[config.mk]
export PLATFORM = sky130hd
export DESIGN_NAME = conv_window_feeder
export DESIGN_NICKNAME = d
export VERILOG_FILES = /design/src/rtl/conv_window_feeder.sv
export SDC_FILE = /design/constraint.sdc
export NUM_CORES = 2
export LEC_CHECK = 0
export CAP_MARGIN = 25
export CORE_ASPECT_RATIO = 1.1
export CORE_MARGIN = 2
export CORE_UTILIZATION = 55
export DETAILED_ROUTE_END_ITERATION = 16
export PLACE_DENSITY = 0.75
export SKIP_CTS_REPAIR_TIMING = 1
export SLEW_MARGIN = 20
export SYNTH_ARGS = -nofsm -noshare
export SYNTH_HDL_FRONTEND = slang
export SYNTH_SLANG_ARGS = --single-unit
[constraint.sdc]
create_clock -name clk_in -period 2.2 [get_ports clk_in]
set_input_delay 0.66 -clock clk_in [delete_from_list [all_inputs] [get_ports clk_in]]
set_output_delay 0.66 -clock clk_in [all_outputs]
set_load 0.02 [all_outputs]
[src/rtl/conv_window_feeder.sv]
// Producer side of the conv MAC stream: turns a raster pixel stream into 3x3 window bursts.
// Two shift-register line buffers supply the upper rows. Only one window is in flight at a time.
module conv_window_feeder #(
    parameter int bits  = 16,
    parameter int img_w = 28,
    parameter int img_h = 28,
    parameter int cnt_w = 5
) (
    input  logic                     clk_in,
    input  logic                     rst_n,
    input  logic signed [bits-1:0]   pix_in,
    input  logic                     pix_valid,
    output logic                     pix_ready,
    input  logic                     w_wr_en,
    input  logic [3:0]               w_addr,
    input  logic [2*bits-1:0]        w_data,
    output logic signed [bits-1:0]   conv_data,
    output logic signed [bits-1:0]   conv_weight,
    output logic signed [2*bits-1:0] conv_bias,
    output logic                     conv_start,
    input  logic                     conv_ready,
    output logic [cnt_w-1:0]         win_row,
    output logic [cnt_w-1:0]         win_col,
    output logic                     frame_done
);
    localparam int filter_size = 9;

    typedef enum logic [1:0] {S_FILL, S_EMIT, S_WAIT} state_t;

    state_t                   state_q;
    logic [3:0]               k_q;
    logic [cnt_w-1:0]         row_q, col_q, row_d, col_d;
    logic [cnt_w-1:0]         win_row_q, win_col_q;
    logic                     last_q, pix_ready_q, frame_done_q;
    logic signed [bits-1:0]   lb0_q [img_w];
    logic signed [bits-1:0]   lb1_q [img_w];
    logic signed [bits-1:0]   win_q [filter_size];
    logic signed [bits-1:0]   w_q [filter_size];
    logic signed [2*bits-1:0] bias_q;
    logic signed [bits-1:0]   new_col [3];
    logic                     accept, col_wrap, row_wrap, win_done;

    assign accept   = (state_q == S_FILL) && pix_valid && pix_ready_q;
    assign col_wrap = (col_q == cnt_w'(img_w - 1));
    assign row_wrap = (row_q == cnt_w'(img_h - 1));
    assign win_done = (row_q >= cnt_w'(2)) && (col_q >= cnt_w'(2));
    assign col_d    = col_wrap ? '0 : col_q + cnt_w'(1);
    assign row_d    = !col_wrap ? row_q : (row_wrap ? '0 : row_q + cnt_w'(1));

    // Window rows top to bottom: two rows back, one row back, current pixel.
    assign new_col[0] = lb1_q[img_w-1];
    assign new_col[1] = lb0_q[img_w-1];
    assign new_col[2] = pix_in;

    always_ff @(posedge clk_in or negedge rst_n) begin
        if (!rst_n) begin
            state_q      <= S_FILL;
            k_q          <= '0;
            row_q        <= '0;
            col_q        <= '0;
            win_row_q    <= '0;
            win_col_q    <= '0;
            last_q       <= 1'b0;
            pix_ready_q  <= 1'b0;
            frame_done_q <= 1'b0;
            bias_q       <= '0;
            for (int i = 0; i < img_w; i++) begin
                lb0_q[i] <= '0;
                lb1_q[i] <= '0;
            end
            for (int i = 0; i < filter_size; i++) begin
                win_q[i] <= '0;
                w_q[i]   <= '0;
            end
        end else begin
            frame_done_q <= 1'b0;
            case (state_q)
                S_FILL: begin
                    pix_ready_q <= 1'b1;
                    // Weights only change between bursts so a burst never mixes sets.
                    if (w_wr_en) begin
                        if (w_addr < 4'd9)
                            w_q[w_addr] <= w_data[bits-1:0];
                        else if (w_addr == 4'd9)
                            bias_q <= w_data;
                    end
                    if (accept) begin
                        lb0_q[0] <= pix_in;
                        lb1_q[0] <= lb0_q[img_w-1];
                        for (int i = 1; i < img_w; i++) begin
                            lb0_q[i] <= lb0_q[i-1];
                            lb1_q[i] <= lb1_q[i-1];
                        end
                        for (int r = 0; r < 3; r++) begin
                            win_q[3*r]   <= win_q[3*r+1];
                            win_q[3*r+1] <= win_q[3*r+2];
                            win_q[3*r+2] <= new_col[r];
                        end
                        row_q <= row_d;
                        col_q <= col_d;
                        if (win_done) begin
                            win_row_q   <= row_q - cnt_w'(2);
                            win_col_q   <= col_q - cnt_w'(2);
                            last_q      <= row_wrap && col_wrap;
                            k_q         <= '0;
                            pix_ready_q <= 1'b0;
                            state_q     <= S_EMIT;
                        end
                    end
                end
                S_EMIT: begin
                    if (k_q == 4'd8)
                        state_q <= S_WAIT;
                    else
                        k_q <= k_q + 4'd1;
                end
                S_WAIT: begin
                    if (conv_ready) begin
                        if (last_q) begin
                            frame_done_q <= 1'b1;
                            row_q        <= '0;
                            col_q        <= '0;
                            last_q       <= 1'b0;
                        end
                        pix_ready_q <= 1'b1;
                        state_q     <= S_FILL;
                    end
                end
                default: state_q <= S_FILL;
            endcase
        end
    end

    assign pix_ready   = pix_ready_q;
    assign frame_done  = frame_done_q;
    assign win_row     = win_row_q;
    assign win_col     = win_col_q;
    assign conv_bias   = bias_q;
    assign conv_start  = (state_q == S_EMIT) && (k_q == 4'd0);
    assign conv_data   = (state_q == S_EMIT) ? win_q[k_q] : '0;
    assign conv_weight = (state_q == S_EMIT) ? w_q[k_q] : '0;
endmodule
==> impl_metrics.tcl <==
set metrics [dict create \
    synth.yosys.seq_area_share_pct 63.7 \
    route.vias.total 23200 \
    clock-skew-final_ps 19.9 \
    cts_tree "done" \
    wirelength_um 79700 \
    synth-seq-cells 1149 \
    dpl_cell_area_um2 50100 \
    vias_per_cell 5.48 \
    syn2layout_area_growth_pct 20.7 \
    fp.coreArea_um2 81600 \
    fin_setup_tns_ps -28350 \
    synth_top_area_cell "dfrtp_1" \
    fmax_mhz 319 \
    final.fill_count 5363 \
    num-nets-final 3153 \
    ys.warnings.count 0 \
    final_area_um2 54500 \
    fin_crit_ps 3140 \
    remaining_drc_errors 0 \
    ys_top_cells_by_area "dfrtp_1, mux2_2, mux4_2" \
    status "finished with violations" \
    syn_inst 2738 \
    worst_pin_slew_ps 576 \
    synth_cell_types 48 \
    synth_nets 2805 \
    final_common_cell "dfrtp_1" \
    synth_area_um2 45200 \
    clk_pin_slew_ps 60 \
    powerDensity_nw_per_um2 1260 \
    wire_per_inst_um 18.8 \
    hold_path_class "in -> async" \
    ys.flop_type "dfrtp_1" \
    final_antenna_net_count 0 \
    clk_latency_ps 670 \
    start_util_pct 55.3 \
    slowest_delay_ps 500 \
    ios 134 \
    drt_first_pass_iters 5 \
    cp.arrival_ps 2480 \
    fin_crit_sh_pct 143 \
    synth_edf_count 0 \
    netlist.area_leader.share_pct 63.7 \
    setup_viol 33 \
    cp_slowest_cell "mux4_2" \
    drt_iter0_markers 1237 \
    grt_pass1_wl_um 132000 \
    numCtsBuffers 110 \
    max-cap-violations 0 \
    slew_headroom_pct 61.6 \
    grt_max_degree 108 \
    cts_root_buf "clkbuf_16" \
    htreeDepth 3 \
    most-common-layout-cells "dfrtp_1, mux2_2, buf_4, clkbuf_16, buf_12" \
    grt-ovfl-total 0 \
    layout_setup_ws_ps -939 \
    violations "setup timing" \
    start_kind "register" \
    required_ps 1540 \
    finalWeightedCongestion 0.818 \
    critical_path_peak_fanout 7 \
    hold-worst-slack_ps 477 \
    port_buffers 133 \
    hold_viol 0 \
    ctsLongestPathBuffers 3 \
    rows 110 \
    ys_async_sr_fraction_pct 100 \
    die_area_um2 84400 \
    avgSynthCellArea_um2 16.5 \
    clock_sinks 1149 \
    die_w_um 277 \
    vdd_ir_drop_max_mv 0.777 \
    path_class "reg -> out" \
    place_ws_ps -668 \
    antenna-diode-count 0 \
    end_kind "primary output" \
    path_cells "buf_8, clkbuf_16, mux4_2, mux2i_1, buf_4, o21ai_4, buf_6" \
    finalMaxSlewViolations 0 \
    place_hpwl_um 51500 \
    rsz0062_at_grt "yes" \
    p_leak_uw 0.0264 \
    grt_antenna_before_repair 0 \
    die-height_um 305 \
    grtUsageTotal_pct 18.9 \
    grt_pass1_vias 25700 \
    drive_gt1_share_pct 54.4 \
]
-- path summary, 6_finish.rpt --
kind,cells after the start,slack (ps),startpoint,end
max,7,-940,k_q[0]$_DFFE_PN0P_,conv_data[8]
min,2,480,rst_n,conv_bias[27]$_DFFE_PN0P_
max reg2reg,10,100,k_q[0]$_DFFE_PN0P_,k_q[1]$_DFFE_PN0P_
min reg2reg,1,480,conv_bias[28]$_DFFE_PN0P_,conv_bias[28]$_DFFE_PN0P_
max in group asynchronous,3,770,rst_n,lb0_q[370]$_DFFE_PN0P_
min in group clk_in,1,480,conv_bias[28]$_DFFE_PN0P_,conv_bias[28]$_DFFE_PN0P_
-- area by class of cell --
class	instances	area [µm²]	area share, %
clock buffer	168	3270	6.00
timing repair buffer	401	4530	8.31
tap	1064	1330	2.44
multi-input combinational	1412	16100	29.6
sequential	1149	28800	52.8
inverter	12	47.5	0.0872
clock inverter	33	459	0.842
-- flip-flops by register name, summed over array words and instances, names as in the netlist, 2 cells and up --
signal     cells
conv_bias     32
lb1_q        400
win_row        5
lb0_q        400
k_q            4
win_q        144
state_q        2
col_q          5
row_q          5
win_col        5
w_q          144
-- kinds of logic (layout without fill, tap and decap cells) --
kind of cell	count (synthesis)	count (layout)	synth area share, %
compound gates	75	75	0.934
mux	1218	1218	32.0
xor+xnor	4	4	0.0776
fa+ha+maj	10	10	0.277
flops	1149	1149	63.7
buf+inv	177	614	1.91
simple gates	105	105	1.17
-- metrics by stage --
stage	total power, µW	cells	utilization [%]
after global placement	48100	4019	61.4
final	68700	4239	66.8
after detailed placement	49200	4019	61.4
after global routing	72300	4239	66.8
after CTS	68600	4220	66.0
after floorplan	42800	2738	-
-- synthesized netlist by cell type (3+ instances only) --
library cell and number:
buf_4 11, mux2_4 10, mux2i_1 33, nor2_1 10, dfrtp_1 1149, mux4_2 64
nor2_2 3, buf_1 22, nand3b_1 4, mux2_1 4, inv_1 11, ha_1 10
nand2_1 52, a31oi_1 3, nand2b_1 6, o31ai_1 3, clkbuf_1 21, mux2_2 1107
nand3_1 6, nor3_1 3, o21ai_0 52, a21oi_1 9, xnor2_1 4, buf_6 3
buf_2 108
-- per-layer routing --
layer	part of all wire [%]	routed length [µm]	GRT usage (%)	vias to the layer above
li1	-	-	-	10500
met1	43	34200	24.6	12200
met2	51	40900	32.8	368
met3	3.8	3040	3.07	121
met4	2.0	1610	5.92	0
met5	0	0	0	-
-- report_power, final --
part           internal [µW]  switching (µW)  leakage (µW)
Clock                  11200            7860       0.00182
Sequential             26400            2830        0.0151
Combinational          11800            8520       0.00940
Total                  49500           19200        0.0264
-- critical path: cells and delay by family, from the launching register on --
kind                   cells  cell delay, ps
buffers and inverters      4             610
AO/OA/AOI/OAI              1              60
multiplexers               2             680
flip-flops                 1             450
No activity file was read; power rests on OpenSTA's default activity.
